[src/rtl/btn_debounce_if.sv]
// Button conditioner bundle: raw button in, debounced level and press/release pulses out.
// The master side drives the raw button; the slave side is the debouncer.
interface btn_debounce_if;
  logic btn;
  logic btn_level;
  logic btn_press;
  logic btn_release;

  modport master (
    output btn,
    input  btn_level,
    input  btn_press,
    input  btn_release
  );

  modport slave (
    input  btn,
    output btn_level,
    output btn_press,
    output btn_release
  );
endinterface

[src/rtl/btn_debounce.sv]
// Push-button debouncer: 2-flop synchroniser plus stability-count FSM with registered level/pulse outputs.
// Latency DEBOUNCE_CYCLES+2 edges from first sampling; no backpressure, pulses are fire-and-forget.
module btn_debounce #(
  parameter int DEBOUNCE_CYCLES = 4,
  parameter int CNT_W           = 20
) (
  input  logic           clk,
  input  logic           rst_n,
  btn_debounce_if.slave  bif
);

  typedef enum logic [1:0] {
    IDLE         = 2'd0,
    PRESS_WAIT   = 2'd1,
    PRESSED      = 2'd2,
    RELEASE_WAIT = 2'd3
  } state_t;

  localparam logic [CNT_W-1:0] CNT_LAST = CNT_W'(DEBOUNCE_CYCLES - 1);

  logic             s1;
  logic             btn_sync;
  state_t           state;
  state_t           state_nxt;
  logic [CNT_W-1:0] cnt;
  logic [CNT_W-1:0] cnt_nxt;
  logic             level_q;
  logic             level_nxt;
  logic             press_q;
  logic             press_nxt;
  logic             release_q;
  logic             release_nxt;

  // Plain two-flop synchroniser: nothing may sit between these stages.
  always_ff @(posedge clk or negedge rst_n) begin
    if (!rst_n) begin
      s1       <= 1'b0;
      btn_sync <= 1'b0;
    end else begin
      s1       <= bif.btn;
      btn_sync <= s1;
    end
  end

  always_ff @(posedge clk or negedge rst_n) begin
    if (!rst_n) begin
      state     <= IDLE;
      cnt       <= '0;
      level_q   <= 1'b0;
      press_q   <= 1'b0;
      release_q <= 1'b0;
    end else begin
      state     <= state_nxt;
      cnt       <= cnt_nxt;
      level_q   <= level_nxt;
      press_q   <= press_nxt;
      release_q <= release_nxt;
    end
  end

  always_comb begin
    state_nxt   = state;
    cnt_nxt     = cnt;
    press_nxt   = 1'b0;
    release_nxt = 1'b0;
    case (state)
      IDLE: begin
        if (btn_sync) begin
          state_nxt = PRESS_WAIT;
          cnt_nxt   = '0;
        end
      end
      PRESS_WAIT: begin
        if (!btn_sync) begin
          state_nxt = IDLE;
          cnt_nxt   = '0;
        end else if (cnt < CNT_LAST) begin
          cnt_nxt = cnt + CNT_W'(1);
        end else begin
          state_nxt = PRESSED;
          cnt_nxt   = '0;
          press_nxt = 1'b1;
        end
      end
      PRESSED: begin
        if (!btn_sync) begin
          state_nxt = RELEASE_WAIT;
          cnt_nxt   = '0;
        end
      end
      RELEASE_WAIT: begin
        if (btn_sync) begin
          state_nxt = PRESSED;
          cnt_nxt   = '0;
        end else if (cnt < CNT_LAST) begin
          cnt_nxt = cnt + CNT_W'(1);
        end else begin
          state_nxt   = IDLE;
          cnt_nxt     = '0;
          release_nxt = 1'b1;
        end
      end
      default: begin
        state_nxt = IDLE;
        cnt_nxt   = '0;
      end
    endcase
    // Level is registered from the next state so it moves on the same edge as the pulses.
    level_nxt = (state_nxt == PRESSED) || (state_nxt == RELEASE_WAIT);
  end

  assign bif.btn_level   = level_q;
  assign bif.btn_press   = press_q;
  assign bif.btn_release = release_q;

endmodule
[src/flat_wrapper.sv]
// flat-port wrapper written by rule: the top's interface ports become plain ports
module btn_debounce_flat 
#(
  parameter int DEBOUNCE_CYCLES = 4,
  parameter int CNT_W           = 20
)
  (clk, rst_n, bif_btn, bif_btn_level, bif_btn_press, bif_btn_release);
  btn_debounce_if bif_i ();
  input  logic clk;
  input  logic rst_n;
  input wire logic [$bits(bif_i.btn)-1:0] bif_btn;
  output wire logic [$bits(bif_i.btn_level)-1:0] bif_btn_level;
  output wire logic [$bits(bif_i.btn_press)-1:0] bif_btn_press;
  output wire logic [$bits(bif_i.btn_release)-1:0] bif_btn_release;
  assign bif_i.btn = bif_btn;
  assign bif_btn_level = bif_i.btn_level;
  assign bif_btn_press = bif_i.btn_press;
  assign bif_btn_release = bif_i.btn_release;
  btn_debounce #(.DEBOUNCE_CYCLES(DEBOUNCE_CYCLES), .CNT_W(CNT_W)) u_core (.clk(clk), .rst_n(rst_n), .bif(bif_i));
endmodule
[config.mk]
export PLATFORM = sky130hd
export DESIGN_NAME = btn_debounce_flat
export DESIGN_NICKNAME = d
export VERILOG_FILES = /design/src/rtl/btn_debounce_if.sv /design/src/rtl/btn_debounce.sv /design/src/flat_wrapper.sv
export SDC_FILE = /design/constraint.sdc
export NUM_CORES = 1
export LEC_CHECK = 0
export ABC_AREA = 1
export CAP_MARGIN = 20
export CORE_MARGIN = 8
export CORE_UTILIZATION = 61
export DETAILED_ROUTE_END_ITERATION = 6
export MAX_ROUTING_LAYER = met4
export PLACE_DENSITY = 0.81
export SYNTH_ARGS = -nofsm -noshare
export SYNTH_HDL_FRONTEND = slang
export SYNTH_SLANG_ARGS = --single-unit
[constraint.sdc]
create_clock -name clk -period 2.8 [get_ports clk]
set_input_delay 0.56 -clock clk [delete_from_list [all_inputs] [get_ports clk]]
set_output_delay 0.56 -clock clk [all_outputs]
set_load 0.01 [all_outputs]
# After elaboration in Yosys (flattened, before gate mapping)
# Cells that the tools add are included.
dict set report classes {
  add_sub_neg 1
  shift 0
  n_eq_ne 7
  muxes 18
  div 0
  multipliers 0
  order_cmp 1
  bitwise_logic 0
  reduce_logical 3
}
# operator count
set ops {}
lappend ops {{$mux 20} 5}
lappend ops {{$pmux 20 s4} 1}
lappend ops {{$add 20x1->20 const B} 1}
lappend ops {{$lt 20x2->1 const B} 1}
lappend ops {{$mux 2} 6}
lappend ops {{$eq 2x2->1 const B} 4}
lappend ops {{$pmux 2 s4} 1}
lappend ops {{$mux 1} 5}
lappend ops {{$eq 2x1->1 const B} 1}
lappend ops {{$logic_not 2->1} 1}
lappend ops {{$ne 2x1->1 const B} 1}
lappend ops {{$ne 2x2->1 const B} 1}
lappend ops {{$reduce_and 2->1} 1}
lappend ops {{$logic_or 1x1->1} 1}
dict set report word_totals {
  output_inout_bits 3
  romBits 0
  regBits 27
  latch_bits 0
  elab_cells 37
  mem_count 0
  ram_bits 0
  inputBits 3
}

# Logic depth before layout (Yosys ltp)
# Gate-level depths: netlist of the first run.
dict set report logic_depth {
  ltp_word 6
  depth_mapped 8
  mapped_depth_nobuf 8
}

# Worst setup path before layout of the first run
# Ideal clock, no wire load.
dict set report synth_path {
  path_kind {register to register}
  from {register u_core.cnt[0]}
  to {register u_core.level_q (netlist: u_core.bif.btn_level)}
  required_time_ns 2.682
  arrival_ns 1.082
  path_slack_ns 1.600
  path_stages_with_launch 8
  setup_time_ns 0.118
  path_cell_list {dfrtp_1 > ha_1 > nor2_1 > nand2_1 > nor2_1 > nand3_1 > nand3_1 > nand2_1}
}
dict set report synth_between {
  elab_chain_len 6
  word_cells_on_any_way 9
  cone_classes {order compare: 1; eq/ne: 2; mux: 5; reduce/logical: 1}
}
# item line
set synth_rtl {}
lappend synth_rtl {{start: declaration} btn_debounce.sv:25} ;# logic [CNT_W-1:0] cnt;
lappend synth_rtl {{start signal: assignment} btn_debounce.sv:54} ;# cnt <= cnt_nxt;
lappend synth_rtl {{$lt 20x2->1 (*)} {btn_debounce.sv:77, btn_debounce.sv:95}}
lappend synth_rtl {{$mux 2, on equally long branches} {btn_debounce.sv:95, btn_debounce.sv:77}}
lappend synth_rtl {{$mux 2, on equally long branches} {btn_debounce.sv:92, btn_debounce.sv:74}}
lappend synth_rtl {{$pmux 2 s4 (*)} btn_debounce.sv:66} ;# case (state)
lappend synth_rtl {{$eq 2x2->1} btn_debounce.sv:109} ;# level_nxt = (state_nxt == PRESSED) || (state_nxt == RELEASE_WAIT);
lappend synth_rtl {{$logic_or 1x1->1 (*)} btn_debounce.sv:109}
lappend synth_rtl {{via u_core.level_nxt} btn_debounce.sv:28} ;# logic level_nxt;
lappend synth_rtl {{end signal: assignment} btn_debounce.sv:55} ;# level_q <= level_nxt;
lappend synth_rtl {{end: declaration} btn_debounce.sv:27} ;# logic level_q;
# Mark *: on every way through the listed nets, which the timed path passes. The rest lies on a longest branch.
# A chain may end at the register's enable or synchronous reset.

# Worst setup path after layout of the first run
dict set report layout_path {
  from {register u_core.level_q (netlist: u_core.bif.btn_level)}
  to {output port bif_btn_level}
}
# item line
set layout_lines {}
lappend layout_lines {{end: declaration} flat_wrapper.sv:12} ;# output wire logic [$bits(bif_i.btn_level)-1:0] bif_btn_level;
# No word-level cell between the ends.

==> results of run 1 <==
-- registers in the layout, summed over array words and instances, names as in the netlist --
| name | flops |
|---|---|
| u_core.s1 | 1 |
| u_core.state | 2 |
| u_core.bif.btn_press | 1 |
| u_core.btn_sync | 1 |
| u_core.bif.btn_level | 1 |
| u_core.bif.btn_release | 1 |
| u_core.cnt | 20 |
-- routing by layer --
metal  up-vias  routed length [um]
li1        334                   -
met1       301                 667
met2        13                 744
met3         4                  77
met4         0                  36
met5         -                   0
-- per-stage QoR --
step	setup slack, ns	cell area, sq um	util (%)	hold slack, ns
after floorplan	1.60	1120	-	0.264
final	1.04	1220	70.4	0.369
after detailed placement	1.40	1190	68.8	0.340
after CTS	1.03	1220	70.4	0.371
after global placement	1.41	1190	68.8	0.334
after global routing	0.982	1220	70.4	0.373
-- path summary, 6_finish.rpt --
path                                      start              endpoint  depth (start not counted)
hold reg to reg                       u_core.s1       u_core.btn_sync                          0
setup / recovery           u_core.bif.btn_level         bif_btn_level                          1
setup reg to reg                  u_core.cnt[0]  u_core.bif.btn_level                          8
hold / removal                        u_core.s1       u_core.btn_sync                          0
min in group asynchronous                 rst_n         u_core.cnt[6]                          2
max in group asynchronous                 rst_n             u_core.s1                          2
-- cells by family after synthesis --
kind of cell,count (synthesis),synth area share (%)
compound gates,1,0.446
buf+inv,26,10.2
simple gates,55,27.9
fa+ha+maj,1,1.12
flops,27,60.3
-- layout make-up --
cell class	instances	area [sq um]	area share [%]
tap	25	31.3	2.57
clock buffer	3	22.5	1.85
inverter	25	93.8	7.72
sequential	27	676	55.6
clock inverter	1	5.00	0.412
timing repair buffer	6	57.6	4.73
multi-input combinational	57	330	27.2
-- placed cells by master, fill, tap and decap left out, drive strengths merged, types with 3 or more instances in the layout --
cell type      Yosys  layout
clkbuf             0       3
dfrtp             27      27
clkdlybuf4s50      0       5
nand2             14      14
inv               25      25
nand3              4       4
nor2              35      35
-- power breakdown --
part / switching (mW) / total [mW] / internal (mW)
clock network: 0.109 / 0.162 / 0.0536
registers: 0.0231 / 0.443 / 0.420
logic: 0.118 / 0.167 / 0.0484
total: 0.250 / 0.772 / 0.522
-- worst register-to-register path, stage by stage, from the launching register on --
cell and delay, ns:
dfrtp_1 0.43, ha_1 0.21, nor2_1 0.10, nand2_1 0.05, nor2_1 0.12, nand3_1 0.15, nand2_2 0.11, nand2_1 0.07
nand2_1 0.06
==> flow_summary.yaml, run 1 <==
place:
  port_buffers: 5
  dp_hpwl_um: 1130
  dp_cells: 140
  gp_congestion: 0.694
routing:
  vias: 652
  drtIter0Drc: 11
  drtAntennaViolNets: 0
  viasPerCell: 4.53
  drcViolationCount: 0
  wl_per_cell_um: 10.6
  routed_wl_um: 1530
  drtPass1Iterations: 4
sta:
  tightest_slew_ns: 0.401
  period_share_pct: 62.8
  finalHoldViolations: 0
  maxSlewViolCount: 0
  max_freq_ghz: 0.568
  fin_skew_ns: 0.00264
  rsz0062_at_grt: "no"
  setup_violations: 0
  slew_headroom_pct: 73.2
  setup_tns_ns: 0
  period_minus_slack_ns: 1.76
clocking:
  clk_pin_slew_ns: 0.13
  postCtsHoldBufs: 0
  cts.sinks: 27
  insertion_delay_ns: 0.32
  cts-root-buf: "clkbuf_4"
  htree_levels: 1
  post_cts_resized: 0
  cts_made_buffers: 3
  cts_tree: "yes"
  cts_max_path_buffers: 2
  cts_setup_buffers: 0
die:
  coreArea_sq_mm: 0.00173
  rows: 15
  ios: 6
  die_area_sq_mm: 0.00346
  start_util_pct: 64.9
  dieWidth_um: 58.8
  die_y_um: 58.8
worst_setup_path:
  endpoint_kind: "output port"
  max_stage_delay_ns: 0.53
  cp-start-kind: "flip-flop"
  crit_type: "reg -> out"
  worstPathArrival_ns: 1.20
  cp_cell_sequence: "clkdlybuf4s50_1"
  r2r_slack_ns: 1.45
  path_max_fanout: 1
  crit_required_ns: 2.24
  crit_family: "buffers and inverters"
  crit_slowest_cell: "clkdlybuf4s50_1"
  cp_num_buf_inv: 1
finish:
  insertedDiodeCount: 0
  fin_nets: 124
  nFillCells: 146
  drive_gt1_share_pct: 18.5
  syn2layout_area_growth_pct: 8.60
  instances_no_fill: 144
global_route:
  grt_overflow: 0
  grt_max_degree: 28
  use_met1_pct: 10.4
  busiest_layer: "met2"
  first_global_vias: 658
  grtUsageMet3_pct: 3.48
  track_usage_pct: 10.6
  antenna_found_initial: 0
  grt_pass1_wl_um: 2680
  globalRouteMet2Util_pct: 18.1
run:
  drv_cap: 0
power_and_ir_drop:
  power_mw: 0.772
  powerDensity_mw_per_mm2: 635
  p_leak_nw: 0.581
  ir_drop_mv: 0.563
yosys:
  ys_types: 15
  synth_common_cells: "dfrtp_1, inv_1, nor2_1"
  postSynthCellCount: 110
  synth_top_area_share_pct: 60.3
  syn-num-nets: 114
  synth_flop_cell: "dfrtp_1"
  synthArstFlopShare_pct: 100
  synth.avg_cell_area_sq_um: 10.2
  syn-cell-area_sq_mm: 0.00112
  ys_seq_area_share_pct: 60.3
  synthTopCellsByArea: "dfrtp_1, nor2_4, inv_1, nor2_1, nand2_1"
  yosysTopAreaCell: "dfrtp_1"
  synth-seq-cells: 27
  yosysMostFrequentCell: "dfrtp_1"
  synth_warnings: 0
  synth-edff-count: 0
outcome:
  status: "finished clean"
hold_path:
  hold_class: "reg -> reg"
No activity file was read; power rests on OpenSTA's default activity.
==> run 2: changes to the inputs <==
--- a/config.mk
+++ b/config.mk
@@ -8,10 +8,10 @@
 export ABC_AREA = 1
 export CAP_MARGIN = 20
 export CORE_MARGIN = 8
-export CORE_UTILIZATION = 61
+export CORE_UTILIZATION = 56
 export DETAILED_ROUTE_END_ITERATION = 6
 export MAX_ROUTING_LAYER = met4
-export PLACE_DENSITY = 0.81
+export PLACE_DENSITY = 0.75
 export SYNTH_ARGS = -nofsm -noshare
 export SYNTH_HDL_FRONTEND = slang
 export SYNTH_SLANG_ARGS = --single-unit
==> constraint.sdc (replaced) <==
create_clock -name clk -period 1.72 [get_ports clk]
set_input_delay 0.344 -clock clk [delete_from_list [all_inputs] [get_ports clk]]
set_output_delay 0.344 -clock clk [all_outputs]
set_load 0.01 [all_outputs]
==> run 2 against run 1 <==
Effect of this change: sequential cell count is the same; register-to-register slack lost 1.0 ns; setup slack lost 0.87 ns.
==> flow_summary.yaml, run 2 (synthesis results as in run 1) <==
hold_path:
  hold_class: "in -> async"
finish:
  final_common_cell: "dfrtp_1"
  largest_reg_flops: 20
  final_cell_mix: "dfrtp_1, inv_1, nor2_1, nand2_1, nor2_4"
  fin_nets: 124
  drive_gt1_share_pct: 18.5
  stdcell_area_sq_mm: 0.00122
  regMostFlops: "u_core.cnt"
  syn2layout_area_growth_pct: 9.05
  top_regs: "u_core.cnt x20, u_core.state x2"
  insertedDiodeCount: 0
  instances_no_fill: 146
die:
  ios: 6
  rows: 16
  die_y_um: 60.7
  coreArea_sq_mm: 0.00192
  dieWidth_um: 60.7
  start_util_pct: 58.3
  die_area_sq_mm: 0.00369
worst_setup_path:
  crit_family: "buffers and inverters"
  crit_required_ns: 1.38
  cp-start-kind: "flip-flop"
  max_stage_delay_ns: 0.53
  worstPathArrival_ns: 1.21
  path_max_fanout: 1
  crit_slowest_cell: "clkdlybuf4s50_1"
  cp_num_buf_inv: 1
  endpoint_kind: "output port"
  r2r_slack_ns: 0.40
  crit_type: "reg -> out"
  cp_cell_sequence: "clkdlybuf4s50_1"
clocking:
  cts-root-buf: "clkbuf_4"
  cts.sinks: 27
  cts_max_path_buffers: 2
  insertion_delay_ns: 0.33
  cts_tree: "yes"
  postCtsHoldBufs: 0
  htree_levels: 1
  cts_made_buffers: 3
  clk_pin_slew_ns: 0.14
  post_cts_resized: 0
  cts_setup_buffers: 0
sta:
  rsz0062_at_grt: "no"
  setup_violations: 0
  period_minus_slack_ns: 1.55
  setup_tns_ns: 0
  worst_slack_ns: 0.168
  period_share_pct: 90.2
  slew_headroom_pct: 73.1
  fin_skew_ns: 0.00624
  maxSlewViolCount: 0
  tightest_slew_ns: 0.404
  finalHoldViolations: 0
  max_freq_ghz: 0.644
routing:
  drtAntennaViolNets: 0
  wl_per_cell_um: 10.2
  routed_wl_um: 1480
  drcViolationCount: 0
  drtIter0Drc: 8
  vias: 651
  drtPass1Iterations: 4
  viasPerCell: 4.46
place:
  gp_congestion: 0.746
  place_ws_ns: 0.432
  port_buffers: 5
  dp_hpwl_um: 1060
  placed_cell_area_sq_mm: 0.00119
  dp_cells: 142
global_route:
  first_global_vias: 623
  track_usage_pct: 9.94
  grt_pass1_wl_um: 2630
  grt_max_degree: 28
  antenna_found_initial: 0
  grt_overflow: 0
run:
  drv_cap: 0
power_and_ir_drop:
  p_leak_nw: 0.577
  ir_drop_mv: 0.771
  powerDensity_mw_per_mm2: 1040
  power_mw: 1.27
outcome:
  status: "finished clean"
==> run 2: changes by cell type in the layout (fill, tap and decap cells not counted), sizes merged <==
cell | before | now
clkinv | 1 | 0
clkinvlp | 0 | 1
==> run 2: layout make-up <==
class / instances / area (sq um)
inverter: 25 / 93.8
sequential: 27 / 676
multi-input combinational: 57 / 330
clock buffer: 3 / 22.5
fill: 176 / 701
tap: 27 / 33.8
clock inverter: 1 / 7.51
timing repair buffer: 6 / 57.6
==> run 2: final timing paths <==
path	from	to	depth (start not counted)
setup / recovery	u_core.bif.btn_release	bif_btn_release	1
hold / removal	rst_n	u_core.cnt[0]	2
setup reg to reg	u_core.cnt[0]	u_core.state[1]	8
hold reg to reg	u_core.s1	u_core.btn_sync	0
max in group asynchronous	rst_n	u_core.cnt[1]	2
min in group clk	u_core.s1	u_core.btn_sync	0
==> run 2: metal layers <==
metal,GRT usage [%],routed length [um],vias up
met5,-,0,-
li1,-,-,337
met4,5.98,25,0
met2,14.2,691,6
met3,3.18,53,4
met1,12.0,714,304
==> run 2: worst reg2reg max path: cells and delay by family (launching register included) <==
family,cells,cell delay [ns]
simple gates,7,0.64
flops,1,0.43
fa+ha+maj,1,0.21
==> run 2: per-stage QoR <==
| step | util, % | hold WS [ns] |
|---|---|---|
| finish | 63.5 | 0.356 |
| global route | 63.5 | 0.351 |
| global placement | 62.0 | 0.335 |
| detailed placement | 62.0 | 0.346 |
| floorplan | - | 0.0484 |
| CTS | 63.5 | 0.356 |
==> run 2: power by group <==
| part | internal [mW] | switching [mW] |
|---|---|---|
| Combinational | 0.0785 | 0.192 |
| Sequential | 0.683 | 0.0369 |
| Clock | 0.0891 | 0.188 |
| Total | 0.850 | 0.417 |
==> RTL edit: new RTL, config.mk and constraints of run 2 <==
Encoding of `state_t`: now one-hot (4 bits for 4 states).
--- a/src/rtl/btn_debounce.sv
+++ b/src/rtl/btn_debounce.sv
@@ -11,7 +11,7 @@
 
-  typedef enum logic [1:0] {
-    IDLE         = 2'd0,
-    PRESS_WAIT   = 2'd1,
-    PRESSED      = 2'd2,
-    RELEASE_WAIT = 2'd3
+  typedef enum logic [3:0] {
+    IDLE         = 4'b0001,
+    PRESS_WAIT   = 4'b0010,
+    PRESSED      = 4'b0100,
+    RELEASE_WAIT = 4'b1000
   } state_t;
Behaviour: no difference found for any inputs over 10 cycles, from zero or initial values and one cycle with rst_n low; not proved beyond that.
==> RTL edit against run 2 <==
Global-route usage grew 0.60 points; largest cell class unchanged; setup slack gained 0.049 ns; die area grew 6.3%; sequential cell count grew 2; routed wire length grew 15%; total power grew 5.8%; critical endpoint is now bif_btn_level; area after synthesis grew 8.6%; largest power group unchanged; clock power grew 42%; highest routed layer unchanged; final area grew 11%; critical path type unchanged.
==> RTL edit: results (changes against run 2) <==
Routing usage on met3 = 3.94% (+0.76 points)
Async set-or-reset flop fraction in the synthesized netlist = 100% (unchanged)
Maximum vdd drop = 0.000665 V (-14%)
N_diodes = 0 (unchanged)
Post-Place Cells = 163 (+15%)
Post-Route M1 WL = 816 microns (+14%)
Synth cell count leaders = dfrtp_1 (28), inv_1 (27), nor2_1 (21), nand2_1 (17), nor2_2 (11)
Post-DP Area = 1310 sq um (+9.7%)
Filler cells = 181 (+2.8%)
Post-synth cell types = 19 (+4)
Pre-CTS setup slack = 0.290 ns (-0.142 ns)
Largest net degree at the start of global routing = 22 (-21%)
Sequential-to-total area share from yosys stat = 59.8% (-0.56 points)
Top Family by Delay on Critical Path = buffers and inverters
M1 GR Usage = 12.4% (+0.45 points)
Synth area leaders = dfrtp_1 (58%), inv_1 (8.3%), nor2_1 (6.5%)
CTS H-tree lvls = 2 (+1)
P_leak = 0.700 nW (+21%)
Hpwl dp = 1310 microns (+24%)
Antenna violations before repair = 0 (unchanged)
Xor and xnor fraction of the mapped netlist area = 0% (unchanged)
Deepest clock path buffer count = 2 (unchanged)
All-Layer GR Usage = 10.5% (+0.60 points)
Outcome = complete, no violations
Top Registers = u_core.cnt: 20 flops, u_core.state: 4 flops
Total CTS buffers = 5 (+2)
Met3 WL post-DR = 72 microns (+36%)
Crit path DAT = 1.16 ns (-0.05 ns)
Met2 GRT Util = 15.9% (+1.7 points)
Post-synthesis adder-cell area fraction = 1.03% (-0.089 points)
Post-synthesis compound-gate area fraction = 2.37% (+1.9 points)
Seq. cell area = 727 sq um (+7.6%)
Clock Latency Late Sink = 0.30 ns (-0.03 ns)
Finished Layout Cells = 170 (+16%)
Synth Instances = 130 (+18%)
WL met2 = 794 microns (+15%)
WL final = 1700 microns (+15%)
First-pass GRT wire length = 3290 microns (+25%)
Share of layout cells above drive strength 1 = 20.4% (+1.9 points)
Via count = 768 (+18%)
Vias in the first global route = 763 (+22%)
Clock skew = 0.00647 ns (+0.000227 ns)
Clock transition at path regs = 0.08 ns (-0.06 ns)
Nets@finish = 146 (+18%)
CP max stage cell = clkdlybuf4s50_1
GPL Wtd Cong = 0.793 (+6.3%)
Detailed router's first-iteration violation count = 10 (+2)
Max-slew headroom = 72.2% (-0.83 points)
## RTL edit: final cells by class
class | instances | area share (%)
well taps | 28 | 2.57
multi-input cells | 70 | 26.2
flip-flops and latches | 29 | 53.4
repair buffers | 6 | 5.15
clock buffers | 7 | 4.04
inverters | 30 | 8.64
## RTL edit: where the power goes
| part | switching [mW] | internal, mW |
|---|---|---|
| Combinational | 0.145 | 0.0630 |
| Clock | 0.202 | 0.193 |
| Sequential | 0.0229 | 0.716 |
| Total | 0.369 | 0.972 |
## RTL edit: final timing paths
path	start	endpoint	slack, ns	depth (start not counted)
max	u_core.bif.btn_level	bif_btn_level	0.22	1
min	rst_n	u_core.cnt[3]	0.33	1
max reg2reg	u_core.cnt[0]	u_core.cnt[0]	0.29	8
min reg2reg	u_core.s1	u_core.btn_sync	0.37	0
max in group asynchronous	rst_n	u_core.cnt[12]	0.94	2
min in group clk	u_core.s1	u_core.btn_sync	0.37	0
